[src/rtl/an_dec_pkg.sv]
// Shared types for the sequential AN-code decoder: result status codes, FSM states
// and the 2p mod A step used to walk the powers of two during the error search.
package an_dec_pkg;

    typedef enum logic [1:0] {
        ST_CLEAN   = 2'd0,
        ST_CORR_HL = 2'd1,
        ST_CORR_LH = 2'd2,
        ST_UNCORR  = 2'd3
    } an_status_e;

    typedef enum logic [2:0] {
        S_IDLE,
        S_DIV1,
        S_SRCH,
        S_DIV2,
        S_OUT
    } an_state_e;

    // p < a is assumed, so a single conditional subtract keeps the result reduced.
    function automatic int unsigned dbl_mod(input int unsigned p, input int unsigned a);
        int unsigned d;
        d = p << 1;
        return (d >= a) ? d - a : d;
    endfunction

endpackage

[src/rtl/an_serial_div.sv]
// Bit-serial restoring divider by the constant A: one quotient bit per cycle, MSB first.
// The start cycle already consumes the first bit, so a full word takes CW_W cycles.
module an_serial_div #(
    parameter int A    = 29,
    parameter int CW_W = 28,
    parameter int Q_W  = 23
) (
    input  logic                       clk,
    input  logic                       rst_n,
    input  logic                       clr,
    input  logic                       start,
    input  logic [CW_W-1:0]            word,
    output logic [Q_W-1:0]             quot,
    output logic [$clog2(A+1)-1:0]     rem,
    output logic                       done
);

    localparam int A_W   = $clog2(A+1);
    localparam int CNT_W = $clog2(CW_W+1);
    localparam logic [A_W:0] A_V = (A_W+1)'(A);

    logic [A_W-1:0]  r;
    logic [CW_W-1:0] sh;
    logic [CNT_W-1:0] cnt;
    logic            run;

    logic            in_bit;
    logic [A_W:0]    trial;
    logic            qbit;
    logic [A_W-1:0]  r_nx;

    always_comb begin
        in_bit = start ? word[CW_W-1] : sh[CW_W-1];
        trial  = start ? {{A_W{1'b0}}, in_bit} : {r, in_bit};
        qbit   = (trial >= A_V);
        r_nx   = qbit ? A_W'(trial - A_V) : trial[A_W-1:0];
    end

    always_ff @(posedge clk or negedge rst_n) begin
        if (!rst_n) begin
            r    <= '0;
            sh   <= '0;
            quot <= '0;
            cnt  <= '0;
            run  <= 1'b0;
            done <= 1'b0;
        end else if (clr) begin
            r    <= '0;
            sh   <= '0;
            quot <= '0;
            cnt  <= '0;
            run  <= 1'b0;
            done <= 1'b0;
        end else if (start) begin
            r    <= r_nx;
            sh   <= word << 1;
            quot <= {{(Q_W-1){1'b0}}, qbit};
            cnt  <= CNT_W'(1);
            run  <= (CW_W > 1);
            done <= (CW_W == 1);
        end else if (run) begin
            r    <= r_nx;
            sh   <= sh << 1;
            quot <= {quot[Q_W-2:0], qbit};
            cnt  <= cnt + 1'b1;
            if (cnt == CNT_W'(CW_W-1)) begin
                run  <= 1'b0;
                done <= 1'b1;
            end
        end
    end

    assign rem = r;

endmodule

[src/rtl/an_decoder_seq.sv]
// Sequential AN-code decoder: syndrome by serial division, single 1->0 error search, re-divide.
// Define ANDEC_BIDIR_EN to also search for and correct single 0->1 errors.
module an_decoder_seq
    import an_dec_pkg::*;
#(
    parameter  int A     = 29,
    parameter  int CW_W  = 28,
    localparam int A_W   = $clog2(A+1),
    localparam int N_W   = CW_W - A_W,
    localparam int POS_W = $clog2(CW_W)
) (
    input  logic             clk,
    input  logic             rst_n,
    input  logic             in_valid,
    output logic             in_ready,
    input  logic [CW_W-1:0]  in_cw,
    output logic             out_valid,
    input  logic             out_ready,
    output logic [N_W-1:0]   out_data,
    output logic [1:0]       out_status,
    output logic [POS_W-1:0] out_pos
);

    localparam logic [A_W-1:0] A_V = A_W'(A);

    an_state_e        state, state_nx;
    an_status_e       corr_st, fix_st, res_st;
    logic [CW_W-1:0]  cw_reg, cw_fix, div_word;
    logic [N_W-1:0]   div_quot;
    logic [A_W-1:0]   div_rem, srch_p, srch_p_nx;
    logic [POS_W-1:0] srch_i, corr_pos, res_pos;
    logic             kick, accept, div_start, div_done;
    logic             hl_hit, lh_hit;
    logic             srch_init, srch_step, fix_en, ld_res;

    assign accept    = (state == S_IDLE) && in_valid;
    assign in_ready  = (state == S_IDLE);
    assign out_valid = (state == S_OUT);

    assign cw_fix    = cw_reg ^ (CW_W'(1) << srch_i);
    assign div_word  = (state == S_SRCH) ? cw_fix : cw_reg;
    assign srch_p_nx = A_W'(dbl_mod(32'(srch_p), int'(A)));

    // A 1->0 flip at bit i leaves a syndrome of -2^i mod A, i.e. A - p.
    assign hl_hit = ((A_V - srch_p) == div_rem) && !cw_reg[srch_i];
`ifdef ANDEC_BIDIR_EN
    assign lh_hit = (srch_p == div_rem) && cw_reg[srch_i];
`else
    assign lh_hit = 1'b0;
`endif

    an_serial_div #(
        .A    (A),
        .CW_W (CW_W),
        .Q_W  (N_W)
    ) u_div (
        .clk   (clk),
        .rst_n (rst_n),
        .clr   (accept),
        .start (div_start),
        .word  (div_word),
        .quot  (div_quot),
        .rem   (div_rem),
        .done  (div_done)
    );

    always_ff @(posedge clk or negedge rst_n) begin
        if (!rst_n) state <= S_IDLE;
        else        state <= state_nx;
    end

    always_comb begin
        state_nx  = state;
        div_start = kick;
        srch_init = 1'b0;
        srch_step = 1'b0;
        fix_en    = 1'b0;
        fix_st    = ST_CORR_HL;
        ld_res    = 1'b0;
        res_st    = ST_CLEAN;
        res_pos   = '0;
        case (state)
            S_IDLE: if (in_valid) state_nx = S_DIV1;
            S_DIV1: if (div_done) begin
                if (div_rem == '0) begin
                    state_nx = S_OUT;
                    ld_res   = 1'b1;
                end else begin
                    state_nx  = S_SRCH;
                    srch_init = 1'b1;
                end
            end
            // HL is tested ahead of LH so equal-i aliases resolve the same way every time.
            S_SRCH: begin
                if (hl_hit) begin
                    state_nx  = S_DIV2;
                    div_start = 1'b1;
                    fix_en    = 1'b1;
                end else if (lh_hit) begin
                    state_nx  = S_DIV2;
                    div_start = 1'b1;
                    fix_en    = 1'b1;
                    fix_st    = ST_CORR_LH;
                end else if (srch_i == POS_W'(CW_W-1)) begin
                    state_nx = S_OUT;
                    ld_res   = 1'b1;
                    res_st   = ST_UNCORR;
                end else begin
                    srch_step = 1'b1;
                end
            end
            S_DIV2: if (div_done) begin
                state_nx = S_OUT;
                ld_res   = 1'b1;
                if (div_rem == '0) begin
                    res_st  = corr_st;
                    res_pos = corr_pos;
                end else begin
                    res_st  = ST_UNCORR;
                end
            end
            S_OUT: if (out_ready) state_nx = S_IDLE;
            default: state_nx = S_IDLE;
        endcase
    end

    always_ff @(posedge clk or negedge rst_n) begin
        if (!rst_n) begin
            kick       <= 1'b0;
            cw_reg     <= '0;
            srch_i     <= '0;
            srch_p     <= '0;
            corr_st    <= ST_CLEAN;
            corr_pos   <= '0;
            out_data   <= '0;
            out_status <= '0;
            out_pos    <= '0;
        end else begin
            kick <= accept;
            if (accept)      cw_reg <= in_cw;
            else if (fix_en) cw_reg <= cw_fix;
            if (srch_init) begin
                srch_i <= '0;
                srch_p <= A_W'(1);
            end else if (srch_step) begin
                srch_i <= srch_i + 1'b1;
                srch_p <= srch_p_nx;
            end
            if (fix_en) begin
                corr_st  <= fix_st;
                corr_pos <= srch_i;
            end
            if (ld_res) begin
                out_data   <= div_quot;
                out_status <= res_st;
                out_pos    <= res_pos;
            end
        end
    end

endmodule

[config.mk]
export PLATFORM = sky130hd
export DESIGN_NAME = an_decoder_seq
export DESIGN_NICKNAME = d
export VERILOG_FILES = /design/src/rtl/an_dec_pkg.sv /design/src/rtl/an_serial_div.sv /design/src/rtl/an_decoder_seq.sv
export SDC_FILE = /design/constraint.sdc
export NUM_CORES = 1
export LEC_CHECK = 0
export BUFFER_PORTS_ARGS = -buffer_cell sky130_fd_sc_hd__buf_2
export CAP_MARGIN = 10
export CORE_ASPECT_RATIO = 0.9
export CORE_MARGIN = 2
export CORE_UTILIZATION = 45
export CTS_CLUSTER_DIAMETER = 40
export DETAILED_ROUTE_END_ITERATION = 6
export SYNTH_ARGS = -nofsm -noshare
export SYNTH_HDL_FRONTEND = slang
export SYNTH_SLANG_ARGS = --single-unit
[constraint.sdc]
create_clock -name clk -period 9.1 [get_ports clk]
set_input_delay 0 -clock clk [delete_from_list [all_inputs] [get_ports clk]]
set_output_delay 0 -clock clk [all_outputs]
set_load 0.02 [all_outputs]
==> impl_metrics.xml <==
<?xml version="1.0" encoding="UTF-8"?>
<metrics>
  <group name="sta">
    <metric name="fin_setup_tns" unit="ns">0</metric>
    <metric name="report.final.setup_viol" unit="">0</metric>
    <metric name="clock-skew-final" unit="ns">0.0185</metric>
    <metric name="maxSlewViolCount" unit="">0</metric>
    <metric name="final_hold_viol_count" unit="">0</metric>
    <metric name="max_freq" unit="MHz">193</metric>
    <metric name="max-slew-margin-rel" unit="">0.292</metric>
    <metric name="rsz_0062_raised_after_global_routing" unit="">no</metric>
    <metric name="worst-slew-pin-transition" unit="ns">1.06</metric>
    <metric name="final_min_period_over_clock_period" unit="">0.568</metric>
    <metric name="finalWorstSetupSlack" unit="ns">3.93</metric>
    <metric name="finalWorstPathRequiredPeriod" unit="ns">5.17</metric>
  </group>
  <group name="floorplanning">
    <metric name="initial_core_util" unit="">0.455</metric>
    <metric name="dieArea" unit="sq um">19500</metric>
    <metric name="ios" unit="">64</metric>
    <metric name="dieWidth" unit="um">147</metric>
    <metric name="rows" unit="">47</metric>
    <metric name="fp.dieH" unit="um">133</metric>
    <metric name="fp.coreArea" unit="sq um">18200</metric>
  </group>
  <group name="cts">
    <metric name="cts_num_sinks" unit="">140</metric>
    <metric name="h_tree_depth" unit="">4</metric>
    <metric name="clock_tree.buffer_depth" unit="">2</metric>
    <metric name="clk-insertion-delay-late" unit="ns">0.43</metric>
    <metric name="cts_resized" unit="">0</metric>
    <metric name="numCtsBuffers" unit="">17</metric>
    <metric name="tritoncts_clock_tree" unit="">yes</metric>
    <metric name="clkSlewWorstSetupHoldPaths" unit="ns">0.07</metric>
    <metric name="cts_root_buffer" unit="">clkbuf_16</metric>
  </group>
  <group name="setup_path">
    <metric name="worstReg2RegStart" unit="">srch_i[2]</metric>
    <metric name="setup.worst_path.start" unit="">srch_i[2]</metric>
    <metric name="worst_path_largest_cell_delay" unit="ns">0.80</metric>
    <metric name="worstSetupEndpointType" unit="">flip-flop</metric>
    <metric name="timing.critical_path.fanout_max" unit="">29</metric>
    <metric name="arrival_time_of_data_at_the_critical_path_endpoint" unit="ns">5.49</metric>
    <metric name="path_cells" unit="">clkinv_1 -&gt; a31oi_1 -&gt; a311oi_2 -&gt; o21ai_1 -&gt; nand2_1 -&gt; o21a_1 -&gt; ha_1 -&gt; nand2b_1 -&gt; a41oi_1 -&gt; xor2_1 -&gt; a21oi_1 -&gt; o211a_1</metric>
    <metric name="cp.required" unit="ns">9.42</metric>
    <metric name="timing.setup.critical_path_class" unit="">reg2reg</metric>
    <metric name="start_kind" unit="">flip-flop</metric>
    <metric name="crit_slowest_cell" unit="">dfrtp_1</metric>
    <metric name="rr_worst_depth" unit="">12</metric>
  </group>
  <group name="power_and_ir_drop">
    <metric name="leakage" unit="nW">3.80</metric>
    <metric name="power.share.switching" unit="">0.442</metric>
    <metric name="p_int" unit="W">0.00192</metric>
    <metric name="pwr-share-clk" unit="">0.214</metric>
    <metric name="overall_power_consumption" unit="W">0.00344</metric>
    <metric name="switching_power" unit="W">0.00152</metric>
    <metric name="irDropWorstVdd" unit="mV">0.161</metric>
    <metric name="share_comb_of_total_power" unit="">0.457</metric>
    <metric name="seqPwrFrac" unit="">0.329</metric>
    <metric name="powerDensity" unit="nW/um^2">359</metric>
  </group>
  <group name="placement">
    <metric name="dp_worst_setup_slack" unit="ns">3.98</metric>
    <metric name="portBuffers" unit="">63</metric>
    <metric name="gp_congestion" unit="">0.880</metric>
    <metric name="numPlacedInstances" unit="">1101</metric>
    <metric name="dp.final_hpwl" unit="um">13500</metric>
  </group>
  <group name="yosys">
    <metric name="avgSynthCellArea" unit="sq um">9.66</metric>
    <metric name="synth-async-reset-ratio" unit="">1.00</metric>
    <metric name="dominantRegCellSynth" unit="">dfrtp_1</metric>
    <metric name="netlist.top_cell.by_area" unit="">dfrtp_1</metric>
    <metric name="synth_fp_nets" unit="">903</metric>
    <metric name="synth_edf_count" unit="">0</metric>
    <metric name="yosys.cell_types.count" unit="">58</metric>
    <metric name="synth.top_cell.area_share" unit="">0.422</metric>
    <metric name="ys_seq_area_frac" unit="">0.422</metric>
    <metric name="yosys_warnings" unit="">0</metric>
    <metric name="netlist_area" unit="sq um">8300</metric>
    <metric name="netlist_top_cells_area" unit="">dfrtp_1 42%, o211ai_1 4.7%, nand3_1 4.2%</metric>
    <metric name="yosys_register_bits" unit="">140</metric>
    <metric name="number_of_instances_in_the_synthesized_netlist" unit="">859</metric>
  </group>
  <group name="global_routing">
    <metric name="groute.usage.overall" unit="">0.223</metric>
    <metric name="grt_overflow_total" unit="">0</metric>
    <metric name="antenna_found_initial" unit="">0</metric>
    <metric name="first_global_vias" unit="">6467</metric>
    <metric name="grt_max_degree" unit="">87</metric>
    <metric name="global_route_wire_length_before_repair" unit="um">35000</metric>
  </group>
  <group name="routing">
    <metric name="detailroute.via_count" unit="">6821</metric>
    <metric name="drt_first_pass_iters" unit="">5</metric>
    <metric name="detail_route.drc_violations" unit="">0</metric>
    <metric name="drt_first_iter_violations" unit="">646</metric>
    <metric name="wirelength" unit="um">21300</metric>
    <metric name="wl_per_cell" unit="um">18.3</metric>
    <metric name="post_route_ant_nets" unit="">0</metric>
    <metric name="post_drt_via_cell_ratio" unit="">5.86</metric>
  </group>
  <group name="layout">
    <metric name="synthToLayoutAreaGrowth" unit="%">15.8</metric>
    <metric name="final_nets" unit="">950</metric>
    <metric name="layout.cells.non_filler" unit="">1164</metric>
    <metric name="number_of_antenna_repair_diodes" unit="">0</metric>
    <metric name="layout-drive-gt1-share" unit="">0.152</metric>
    <metric name="largest_reg_flops" unit="">28</metric>
    <metric name="final.fill_count" unit="">1691</metric>
  </group>
  <group name="job">
    <metric name="drv_cap" unit="">0</metric>
  </group>
  <group name="worst_hold_path">
    <metric name="worst_hold_path_type" unit="">in2async</metric>
  </group>
  <group name="outcome">
    <metric name="outcome" unit="">finished, final reports clean</metric>
  </group>
</metrics>
## cell usage after synthesis (5+ instances only)
library cell    n
a211oi_1       30
buf_6          10
a2111oi_0      26
xor2_1         30
a221o_1         5
inv_1          13
mux4_2          6
ha_1           12
o21ai_1        29
nor4_4          5
mux2i_1        31
dfrtp_1       140
a21oi_1        18
buf_2          16
a2bb2oi_1      23
xnor2_1        39
a21boi_0        5
clkbuf_1       49
nor4_1         15
nand2_1        66
nor2b_1        31
nand3_1        69
o21ai_0        20
nor2_1         49
nor3_1         11
and3_1          5
o211ai_1       52
## per-layer routing
metal  GRT usage  routed length, um  up-vias
met5           0                  0        -
met4      0.0518                213        0
met3      0.0472               1220       21
met2       0.325               9530      206
met1       0.342              10400     3346
li1            -                  -     3248
## cells in the final DEF (no fill, tap or decap), types with 6 or more instances in the layout
master	netlist	final
o21ai_1	29	29
nor4_1	15	15
dlygate4sd3_1	0	31
mux2i_1	31	31
o211ai_1	52	52
a2111oi_0	26	26
o21ai_0	20	19
inv_6	0	6
nand3_1	69	69
xnor2_1	39	39
nor3_1	11	10
a211oi_1	30	30
ha_1	12	12
nand2_1	66	66
mux4_2	6	6
dfrtp_1	140	139
inv_1	13	12
nor2_1	49	49
xor2_1	30	30
buf_2	16	62
a2bb2oi_1	23	23
clkbuf_16	0	17
a21oi_1	18	17
nor2b_1	31	31
buf_4	1	16
## final cells by class
cell class,instances,area (sq um),share of cell area
multi-input combinational,622,4360,0.454
sequential,140,3500,0.365
timing repair buffer,110,752,0.0783
clock buffer,19,443,0.0461
tap,245,307,0.0319
clock inverter,13,179,0.0186
inverter,15,56.3,0.00586
## through the flow
step | instance area, sq um | hold slack [ns] | utilization
2_1_floorplan | 8300 | -0.296 | -
5_1_grt | 9600 | 0.240 | 0.527
3_3_place_gp | 8670 | 0.0968 | 0.476
3_5_place_dp | 8670 | 0.0890 | 0.476
4_1_cts | 9600 | 0.203 | 0.527
6_report | 9600 | 0.175 | 0.527
## final timing paths
kind                       slack, ns            to
setup / recovery                3.93  u_div.rem[0]
hold / removal                  0.18  out_data[11]
setup reg to reg                3.93  u_div.rem[0]
hold reg to reg                 0.46    corr_st[0]
max in group asynchronous       7.62     srch_i[1]
min in group clk                0.31     cw_reg[2]
## critical path, delay by kind of cell, from the launching register on
kind	cells	cell delay [ns]
AO/OA/AOI/OAI	7	2.50
XOR/XNOR	1	0.20
adder cells (fa/ha/maj)	1	0.17
buffers and inverters	1	0.47
flip-flops	1	0.80
AND/OR/NAND/NOR	2	0.93
## timing repair
action | in CTS | in global routing
hold buffers | 31 | 0
hold endpoints to repair | 108 | 0
buffers inserted | 0 | 0
## power by group through the flow
stage,clock [W],combinational [W],sequential [W]
CTS,0.000753,0.00157,0.00113
global placement,0,0.00154,0.00113
global route,0.000778,0.00174,0.00117
floorplan,0,0.00126,0.00106
detailed placement,0,0.00156,0.00114
finish,0.000739,0.00157,0.00113
## kinds of logic after synthesis
group,synth area share
simple gates,0.171
compound gates,0.200
flops,0.422
buf+inv,0.0561
xor+xnor,0.0757
mux,0.0564
fa+ha+maj,0.0181
No activity file was read; power rests on OpenSTA's default activity.
